## config.mk

```make
export PLATFORM = sky130hd
export DESIGN_NAME = two_to_one_mux
export DESIGN_NICKNAME = d
export VERILOG_FILES = /design/src/rtl/two_to_one_mux.sv
export SDC_FILE = /design/constraint.sdc
export NUM_CORES = 1
export LEC_CHECK = 0
export ABC_AREA = 1
export CAP_MARGIN = 20
export CORE_MARGIN = 4
export CORE_UTILIZATION = 34
export CTS_CLUSTER_SIZE = 12
export DETAILED_ROUTE_END_ITERATION = 10
export PLACE_DENSITY = 0.77
export RECOVER_POWER = 25
export SLEW_MARGIN = 20
export SYNTH_ARGS = -nofsm -noshare
export SYNTH_HDL_FRONTEND = slang
export SYNTH_SLANG_ARGS = --single-unit
export TNS_END_PERCENT = 30
```

## constraint.sdc

```tcl
create_clock -name clock -period 0.85 [get_ports clock]
set_input_delay 0.085 -clock clock [delete_from_list [all_inputs] [get_ports clock]]
set_output_delay 0.085 -clock clock [all_outputs]
set_load 0.01 [all_outputs]
```

## src/rtl/two_to_one_mux.sv

```systemverilog
// ============================================================================
// Module  : two_to_one_mux
// Brief   : WIDTH-bit word-wide 2:1 mux with optional registered copy (out_q).
// Revision: 1.0
// ============================================================================
`default_nettype none

module two_to_one_mux #(
  parameter int WIDTH   = 32,
  parameter bit REG_OUT = 1'b1
) (
  output logic [WIDTH-1:0] out,
  input  logic             select,
  input  logic [WIDTH-1:0] in0,
  input  logic [WIDTH-1:0] in1,
  input  logic             clock,
  input  logic             reset,
  output logic [WIDTH-1:0] out_q
);

  // A ternary (not an if/else) so an unknown select merges the inputs bitwise.
  assign out = select ? in1 : in0;

  generate
    if (REG_OUT) begin : g_reg
      logic [WIDTH-1:0] out_d;
      logic [WIDTH-1:0] out_q_q;

      assign out_d = out;

      always_ff @(posedge clock) begin
        if (reset) begin
          out_q_q <= '0;
        end else begin
          out_q_q <= out_d;
        end
      end

      assign out_q = out_q_q;
    end else begin : g_noreg
      assign out_q = '0;
    end
  endgenerate

endmodule

`default_nettype wire

```

==> qor.yml <==
run_status:
  run_status: "completed"
sta:
  hold_viol_final: 0
  fmax_ghz: 1.22
  slew_headroom_pct: 89.6
  post_route_worst_setup_slack_ns: 0.0304
  finalSetupViolCount: 0
  rsz0062_at_grt: "false"
  worst-slew-pin-transition_ns: 0.157
  period_share_pct: 96.4
  report.final.slew_viol_count: 0
  final_period_minus_worst_setup_slack_ns: 0.820
global_routing:
  groute.usage.overall_pct: 18.3
  global_route_wire_length_before_repair_microns: 9050
  grt_pass1_vias: 2088
  grt_antenna_before_repair: 0
  aggregate_global_routing_overflow: 0
  grt_start_max_net_pins: 20
clock_network:
  post_cts_hold_buffer_count: 0
  clock_tree.buffer_depth: 2
  htree_levels: 2
  cts_num_sinks: 32
  cts.clk_slew.worst_paths_ns: 0.07
  ctsRootBufferMaster: "sky130_fd_sc_hd__clkbuf_8"
  cts_made_buffers: 5
  clock_tree_from_tritoncts: "done"
layout:
  synthToLayoutAreaGrowth_pct: 96.2
  largest_reg_flops: 32
  fillers: 499
  multi_input_area_sq_um: 673
  diodes: 0
  design_area_sq_um: 3510
  number_of_nets_at_the_end_of_the_flow: 538
  ratio_of_cells_with_drive_above_1_in_the_final_layout_pct: 50.8
  final_cell_count_no_fill: 542
  ff_latch_area_sq_um: 646
power:
  irDropWorstVdd_v: 0.000887
  lkg_pwr_uw: 0.00222
  power-per-cell-area_nw_per_um2: 1350
setup_path:
  critical_path.max_stage_delay_ns: 0.32
  worst_ep_arrival_time_ns: 0.73
  crit_type: "reg -> out"
  cpMaxStageDelayCell: "sky130_fd_sc_hd__dfxtp_1"
  crit_path_cell_trace: "buf_2"
  start_kind: "register"
  worst_path_required_ns: 0.76
  timing.critical_path.buf_inv: 1
  timing.critical_path.to_type: "output port"
  crit_family: "flip-flops"
  cp_max_fo: 1
synth:
  yosys_warnings: 0
  ys_ff_latch: 32
  synthCells: 267
  yosys.cell_types.count: 10
  syn_area_sq_um: 1790
  synth.net_count: 334
  avgSynthCellArea_sq_um: 6.71
  seq_area_frac_synth_pct: 35.8
place:
  buffer_ports.inserted: 130
  placed_area_sq_um: 3380
  setup_slack_after_placement_ns: -0.955
  dp.final_hpwl_microns: 4200
  gp_congestion: 0.787
  dp_cells: 491
detailed_routing:
  firstDrtPassIters: 2
  antenna_violating_nets_post_route: 0
  wl_per_cell_microns: 11.2
  drt_drc_violations_left: 0
  vias_per_cell: 3.94
  via_count_of_the_routed_design: 2136
  postRouteWirelength_microns: 6050
  dr.first_iter.drc_count: 27
die:
  die_x_microns: 80.6
  starting_utilization_of_the_core_area_pct: 35.1
  boundaryPins: 131
  rows: 26
  fp.coreArea_sq_um: 5110
  design.die.area_sq_um: 6490
  die_height_microns: 80.6
flow_run:
  max_cap_viol_count: 0
hold_path:
  hold_path_class: "in -> reg"
final timing paths:
kind | from | to | slack, ns | depth (start not counted)
worst max-delay path | out_q[5] | out_q[5] | 0.03 | 1
worst min-delay path | reset | out_q[6] | 0.18 | 3
layout by cell type, fill, tap and decap left out, drive strengths merged:
master	instances
inv	98
dfxtp	32
dlygate4sd2	64
bufinv	1
buf	138
clkbuf	11
nand2	96
nor2	32
final cells by class:
class | instances | share of cell area (%)
repair buffers | 206 | 45.2
multi-input cells | 128 | 19.2
flip-flops and latches | 32 | 18.4
inverters | 97 | 10.8
clock buffers | 7 | 2.74
well taps | 70 | 2.49
clock inverters | 1 | 0.855
repair inverters | 1 | 0.321
power by group:
| part | internal [uW] | switching [uW] | total (uW) |
|---|---|---|---|
| Clock | 1030 | 543 | 1580 |
| Combinational | 845 | 688 | 1530 |
| Sequential | 1610 | 21.6 | 1630 |
metrics by stage:
stage / hold slack [ns] / total power [uW] / util, % / setup TNS (ns)
global placement: 0.491 / 3210 / 66.1 / -47.38
detailed placement: 0.493 / 3230 / 66.1 / -49.85
CTS: 0.184 / 4790 / 68.5 / -0.0634
floorplan: 0.152 / 2260 / - / 0
finish: 0.179 / 4740 / 68.8 / 0
global route: 0.180 / 5010 / 68.8 / 0
timing repair:
action,in CTS,in global routing
endpoints found under the setup margin,96,24
pin swaps,32,0
gates resized for setup,348,10
buffers inserted,41,0
endpoints found under the hold margin,0,0
cloned,1,1
synth_stat cells (all sizes together):
cell type   n  share of area (%)
inv        97                 20
buf        10                4.3
nor2       32                 11
dfxtp      32                 36
nand2      96                 29
kinds of logic after synthesis:
logic type | Yosys count | share of synthesized area, %
flops | 32 | 35.8
simple gates | 128 | 39.4
buf+inv | 107 | 24.8
metal layers:
layer	track usage [%]	routed length [microns]	up-vias
li1	-	-	1107
met1	17.3	2130	933
met2	36.1	3280	79
met3	4.93	490	17
met4	8.28	144	0
met5	0	0	-
Note: power is estimated with default switching activity, not from simulation.
